==> src/rtl/systolic_row_feeder.sv <==
// rtl/systolic_row_feeder.sv - row sequencer and per-lane skew delay lines feeding a systolic array edge
module systolic_row_feeder #(
  parameter int DATA_WIDTH = 8,
  parameter int MEM_DEPTH  = 9,
  parameter int BLOCK_SIZE = 3
) (
  input  logic                             clk,
  input  logic                             reset,
  input  logic                             start,
  input  logic                             stall,
  output logic                             mem_rd_en,
  output logic [$clog2(MEM_DEPTH)-1:0]     mem_addr,
  input  logic [BLOCK_SIZE*DATA_WIDTH-1:0] mem_data,
  output logic [BLOCK_SIZE*DATA_WIDTH-1:0] feed_data,
  output logic [BLOCK_SIZE-1:0]            feed_valid,
  output logic                             busy,
  output logic                             done
);

  localparam int AW = $clog2(MEM_DEPTH);
  localparam int RW = $clog2(BLOCK_SIZE);
  localparam logic [RW-1:0] LAST_IDX = RW'(BLOCK_SIZE - 1);

  typedef enum logic [1:0] {S_IDLE, S_FETCH, S_DRAIN, S_DONE} state_t;

  state_t              r_state;
  state_t              w_next;
  logic [RW-1:0]       r_row;
  logic [RW-1:0]       r_drain;
  logic                w_active;
  logic                w_shift;
  logic                w_fill;
  logic [BLOCK_SIZE-1:0] w_lane_vld;

  // The row counter is never advanced past the last row, so the address
  // naturally holds during DRAIN and is cleared only by reset or a new start.
  assign mem_addr = AW'(r_row) * AW'(BLOCK_SIZE);
  assign w_active = (r_state == S_FETCH) || (r_state == S_DRAIN);
  assign w_shift  = w_active && !stall;
  assign w_fill   = (r_state == S_FETCH);

  // State register
  always_ff @(posedge clk or posedge reset) begin
    if (reset) r_state <= S_IDLE;
    else       r_state <= w_next;
  end

  // Next-state logic; stall only matters while streaming
  always_comb begin
    w_next = r_state;
    case (r_state)
      S_IDLE:  if (start) w_next = S_FETCH;
      S_FETCH: if (!stall && r_row == LAST_IDX) w_next = S_DRAIN;
      S_DRAIN: if (!stall && r_drain == LAST_IDX) w_next = S_DONE;
      S_DONE:  w_next = S_IDLE;
      default: w_next = S_IDLE;
    endcase
  end

  // Row and drain counters, frozen by stall
  always_ff @(posedge clk or posedge reset) begin
    if (reset) begin
      r_row   <= '0;
      r_drain <= '0;
    end else begin
      case (r_state)
        S_IDLE: begin
          if (start) begin
            r_row   <= '0;
            r_drain <= '0;
          end
        end
        S_FETCH: if (!stall && r_row != LAST_IDX) r_row <= r_row + 1'b1;
        S_DRAIN: if (!stall && r_drain != LAST_IDX) r_drain <= r_drain + 1'b1;
        default: ;
      endcase
    end
  end

  // Output decode; valids are masked while stalled so the array sees a bubble
  always_comb begin
    mem_rd_en  = (r_state == S_FETCH) && !stall;
    busy       = w_active;
    done       = (r_state == S_DONE);
    feed_valid = (w_active && stall) ? '0 : w_lane_vld;
  end

  for (genvar i = 0; i < BLOCK_SIZE; i++) begin : g_lane
    logic [DATA_WIDTH-1:0] r_data [0:i];
    logic                  r_vld  [0:i];

    // Lane i is an (i+1)-deep shift register: memory word during FETCH, zero bubbles during DRAIN
    always_ff @(posedge clk or posedge reset) begin
      if (reset) begin
        for (int k = 0; k <= i; k++) begin
          r_data[k] <= '0;
          r_vld[k]  <= 1'b0;
        end
      end else if (w_shift) begin
        r_data[0] <= w_fill ? mem_data[i*DATA_WIDTH +: DATA_WIDTH] : '0;
        r_vld[0]  <= w_fill;
        for (int k = 1; k <= i; k++) begin
          r_data[k] <= r_data[k-1];
          r_vld[k]  <= r_vld[k-1];
        end
      end
    end

    assign feed_data[i*DATA_WIDTH +: DATA_WIDTH] = r_data[i];
    assign w_lane_vld[i] = r_vld[i];
  end

endmodule

==> config.mk <==
export PLATFORM = sky130hd
export DESIGN_NAME = systolic_row_feeder
export DESIGN_NICKNAME = d
export VERILOG_FILES = /design/src/rtl/systolic_row_feeder.sv
export SDC_FILE = /design/constraint.sdc
export NUM_CORES = 1
export LEC_CHECK = 0
export CAP_MARGIN = 5
export CORE_AREA = 2 2 84 86
export CTS_BUF_LIST = sky130_fd_sc_hd__clkbuf_8
export DETAILED_ROUTE_END_ITERATION = 10
export DIE_AREA = 0 0 86 88
export PLACE_DENSITY = 0.79
export SLEW_MARGIN = 5
export SYNTH_ARGS = -nofsm -noshare
export SYNTH_HDL_FRONTEND = slang
export SYNTH_SLANG_ARGS = --single-unit
export TNS_END_PERCENT = 5
==> constraint.sdc <==
create_clock -name clk -period 2 [get_ports clk]
set_input_delay 0.6 -clock clk [delete_from_list [all_inputs] [get_ports clk]]
set_output_delay 0.6 -clock clk [all_outputs]
set_load 0.02 [all_outputs]
**Word-level counts from Yosys, hierarchy flattened**

Cells that the tools add are included.

- Flip-flop bits (word level): 57
- Input bits: 28
- Output and inout port bits: 34
- Logic and storage cells: 55

- $add $sub $neg: 2
- $mul: 1
- Equal/unequal tests: 12
- Multiplexer cells: 13
- Reduce and logical (&&, ||, !) cells: 15

Operator list:

| kind | number |
|---|---|
| 8-bit 2-to-1 mux | 3 |
| 2-bit 2-to-1 mux | 6 |
| 3-bit AND reduction | 3 |
| 2-bit == test, second input constant | 4 |
| 2-bit by 1-bit inequality test with 1-bit output, second input constant | 4 |
| 2-bit case mux with 2 select lines | 2 |
| 2-bit case mux with 4 select lines | 1 |
| 1-bit logical AND | 7 |
| 2-bit inequality test, second input constant | 3 |
| 2-bit by 1-bit adder with 2-bit output, second input constant | 2 |
| 2-bit by 2-bit multiplier with 4-bit output, second input constant | 1 |
| 2-bit nonzero test | 2 |
| 3-bit 2-to-1 mux | 1 |
| 2-bit by 1-bit == test with 1-bit output, second input constant | 1 |
| 2-bit zero test | 1 |
| 1-bit zero test | 1 |
| 1-bit logical OR | 1 |

**Depth between registers and ports, before layout**

Gate-level depths: netlist of run 1.

- Depth after elaboration: 4
- Depth in mapped cells: 7
- Depth with buffers taken out: 5

**Worst setup path before layout of run 1**

No wires, ideal clock.

- Path type: reg-to-output
- Start: register r_state[1]
- End: output port mem_rd_en
- Data arrival time: 1.298 ns
- Required time: 1.400 ns
- Setup slack: 0.102 ns
- Cell stages (with the launch flop): 6
- Path buffers: 2
- Path through: dfrtp_1 -> inv_1 -> ha_1 -> buf_2 -> buf_1 -> and2b_1

- Longest elaborated chain between the ends: 2

RTL lines:

| item | RTL line | text |
|---|---|---|
| start, declared | 26 | `state_t r_state;` |
| start signal, assigned | 45 | `else r_state <= w_next;` |
| 2-bit by 1-bit == test with 1-bit output | 82 | `mem_rd_en = (r_state == S_FETCH) && !stall;` |
| 1-bit logical AND | 82 |  |
| end, declared | 11 | `output logic mem_rd_en,` |

Every way passes these cells.

**Worst setup path in the final report of run 1**

- Start: register r_state[0]
- End: output port mem_rd_en

The elaborated chain is that of the path after synthesis.

==> flow_metrics.env, run 1 <==
export IMPL_run_status="finished, final reports clean"
export IMPL_fmaxAchievable_mhz=507
export IMPL_crit_chain="buf_4 > ha_2 > and2b_1 > buf_4"
export IMPL_drv_slew=0
export IMPL_htreeDepth=3
export IMPL_grt_util_all_layers_pct=14.6
export IMPL_cp_data_required_time_ns=1.40
export IMPL_synth_lib_cells_used_distinct=26
export IMPL_post_route_period_util_pct=98.6
export IMPL_num_vias=1724
export IMPL_muxShareOfSynthArea_pct=13.6
export IMPL_final_period_minus_worst_setup_slack_ns=1.97
export IMPL_area_growth_pct=35.4
export IMPL_reg2reg_from="r_state[1]$_DFFE_PP0P_"
export IMPL_final_core_utilization_pct=52.3
export IMPL_floorplan_initialDensity_pct=38.6
export IMPL_fin_setup_tns_ns=0
export IMPL_seqPwrFrac_pct=32.6
export IMPL_share_comb_of_total_power_pct=46.8
export IMPL_yosys_register_bits=57
export IMPL_worst_ir_drop_vdd_mv=1.24
export IMPL_synth_yosys_warnings=0
export IMPL_final_fill_count=595
export IMPL_combinational_family_with_the_most_area_after_synthesis="multiplexers"
export IMPL_cts_made_buffers=9
export IMPL_place_hpwl_mm=3.38
export IMPL_synthFlopType="sky130_fd_sc_hd__dfrtp_1"
export IMPL_worstSkewPairLatency_ns=0.33
export IMPL_route_final_wire_length_mm=4.84
export IMPL_cts_sinks=57
export IMPL_io_buffers=61
export IMPL_rows=30
export IMPL_startpoint_of_the_worst_hold_path="g_lane[2].r_data[21]$_DFFE_PP0P_"
export IMPL_synthesis_instances=230
export IMPL_power_internal_mw=3.11
export IMPL_vias_per_cell=4.56
export IMPL_timing_slew_headroom_pct=73.5
export IMPL_most_frequent_cells_in_the_layout="sky130_fd_sc_hd__dfrtp_1, sky130_fd_sc_hd__nand2_1, sky130_fd_sc_hd__clkdlybuf4s50_1"
export IMPL_hold_violations=0
export IMPL_grt_start_max_net_pins=58
export IMPL_synth_compound_area_share_pct=7.55
export IMPL_cp_end_kind="output pin"
export IMPL_cpPeakStageDelay_ns=0.40
export IMPL_synth_avg_cell_area_um2=11.2
export IMPL_fp_dieArea_um2=7570
export IMPL_setup_repair_after_global_routing_missed_its_margin="yes"
export IMPL_synthesized_area_fraction_occupied_by_xor_and_xnor_cells_pct=0
export IMPL_detail_route_first_pass_iterations=3
export IMPL_synth_simple_gate_area_share_pct=10.9
export IMPL_x_dimension_of_the_die_um=86
export IMPL_routability_driven_placement_congestion_ratio=0.784
export IMPL_post_drt_wl_per_cell_um=12.8
export IMPL_post_route_drc_count=0
export IMPL_cell_with_the_largest_stage_delay_on_the_worst_path="sky130_fd_sc_hd__dfrtp_1"
export IMPL_critPathLaunch="r_state[0]$_DFFE_PP0P_"
export IMPL_synthesis_nets=266
export IMPL_syn_area_um2=2570
export IMPL_async_flop_share_pct=100
export IMPL_cellPowerDensity_nw_per_um2=1380
export IMPL_power_switching_share_pct=35.4
export IMPL_drive_above_1_share_pct=26.5
export IMPL_path_clk_slew_ns=0.06
export IMPL_antenna_cells=0
export IMPL_post_cts_setup_buffer_count=0
export IMPL_antenna_violations_before_repair=0
export IMPL_total_leakage_power_nw=1.64
export IMPL_final_area_um2=3480
export IMPL_floorplan_core_area_um2=6640
export IMPL_io_pins=62
export IMPL_tightestPinTransition_ns=0.396
export IMPL_timing_hold_worst_class="flip-flop to flip-flop"
export IMPL_setup_violations=0
export IMPL_whs_ns=0.475
export IMPL_synth_enable_flop_cells=0
export IMPL_worstSetupPathType="flip-flop to output pin"
export IMPL_layout_cells_most_common="sky130_fd_sc_hd__dfrtp_1"
export IMPL_worst_clock_skew_ns=0.00488
export IMPL_yosys_area_share_adder_pct=3.90
export IMPL_crit_arrival_ns=1.37
export IMPL_placedInstanceArea_um2=3270
export IMPL_clockRootBuffer="sky130_fd_sc_hd__clkbuf_8"
export IMPL_cell_family_with_the_largest_share_of_critical_path_delay="flip-flops"
export IMPL_crit_path_max_fanout=4
export IMPL_vias_in_the_first_global_route=1782
export IMPL_clock_tree_buffer_depth=2
export IMPL_wire_length_of_the_first_global_routing_pass_mm=8.46
export IMPL_die_height_um=88
export IMPL_overflow=0
export IMPL_power_clock_fraction_pct=20.6
export IMPL_ys_seq_area_share_pct=55.6
export IMPL_crit_top_cell="sky130_fd_sc_hd__buf_4"
export IMPL_route_antenna_remaining_nets=0
export IMPL_preCtsSetupSlack_ns=-0.486
export IMPL_tritoncts="done"
export IMPL_maxCapViolCount=0
export IMPL_post_route_worst_setup_slack_ns=0.0273
export IMPL_initialDrtViolationCount=51
export IMPL_path_buf_inv=2
export IMPL_start_kind="flip-flop"
export IMPL_net_switching_power_mw=1.70
export IMPL_final_nets=329
==> metrics by stage <==
stage,power [mW],instances
final,4.81,378
after global routing,5.18,378
after CTS,4.83,378
after detailed placement,3.84,362
after global placement,3.76,362
after floorplan,3.01,230
==> power by group through the flow <==
stage	combinational (mW)	sequential [mW]	clock (mW)
6_report	2.25	1.57	0.992
2_1_floorplan	1.42	1.60	0
5_1_grt	2.48	1.60	1.10
4_1_cts	2.22	1.57	1.03
3_3_place_gp	2.19	1.57	0
3_5_place_dp	2.25	1.59	0
==> worst paths after layout <==
check,end,cells past startpoint,slack (ns)
min in group asynchronous,g_lane[0].r_data[4]$_DFFE_PP0P_,3,0.63
max in group asynchronous,g_lane[2].r_vld[0]$_DFFE_PP0P_,3,1.10
setup / recovery,mem_rd_en,4,0.03
hold / removal,g_lane[2].r_data[21]$_DFFE_PP0P_,2,0.47
hold reg to reg,g_lane[2].r_data[21]$_DFFE_PP0P_,2,0.47
setup reg to reg,r_row[1]$_DFFE_PP0P_,7,0.09
==> synthesized netlist by cell type (all sizes together) (3+ instances only) <==
| cell | number | area share, % |
|---|---|---|
| dfrtp | 57 | 56 |
| nand2 | 52 | 7.6 |
| mux2 | 29 | 13 |
| buf | 26 | 7.0 |
| o21ai | 26 | 5.1 |
| ha | 8 | 3.9 |
| inv | 8 | 1.2 |
| and2 | 3 | 0.73 |
| nand2b | 3 | 0.73 |
==> worst min-delay path: stages (launching register included) <==
cell and delay (ns):
sky130_fd_sc_hd__dfrtp_1 0.34, sky130_fd_sc_hd__nand2_1 0.05, sky130_fd_sc_hd__o21ai_0 0.06
==> flip-flops by register name, summed over array words and instances (netlist names) <==
name and count:
r_state 2, g_lane.r_vld 3, g_lane.r_data 32, r_row 2, r_drain 2, feed_data 16
==> area by class of cell <==
class | instances | area (um^2) | area share [%]
clock inverter | 4 | 26.3 | 0.756
multi-input combinational | 137 | 956 | 27.5
timing repair buffer | 80 | 773 | 22.2
inverter | 8 | 30.0 | 0.864
tap | 80 | 100 | 2.88
sequential | 57 | 1430 | 41.0
clock buffer | 12 | 165 | 4.75
==> cells by family after synthesis <==
group,count (synthesis)
buffers and inverters,36
muxes,31
and+or+nand+nor,65
AOI/OAI and AO/OA,33
adders and majority gates,8
DFF,57
==> routing by layer <==
layer  vias up  part of all wire [%]  wire length (um)  GRT usage [%]
li1        867                     -                 -              -
met1       808                    44              2130           17.8
met2        40                    49              2350           23.0
met3         9                   5.2               254           5.28
met4         0                   2.1               100           7.36
met5         -                     0                 0              0
==> repair_timing <==
| action | in CTS | in global routing |
|---|---|---|
| setup endpoints to repair | 10 | 8 |
| resized for setup | 31 | 17 |
| hold buffers | 0 | 0 |
| pin swaps | 0 | 2 |
(Power assumes the default switching activity.)
==> run 2, diff against run 1 <==
- CTS_BUF_LIST: sky130_fd_sc_hd__clkbuf_8 -> default
==> results of run 2 <==
Final layout, timing and power as in run 1 (identical DEF).
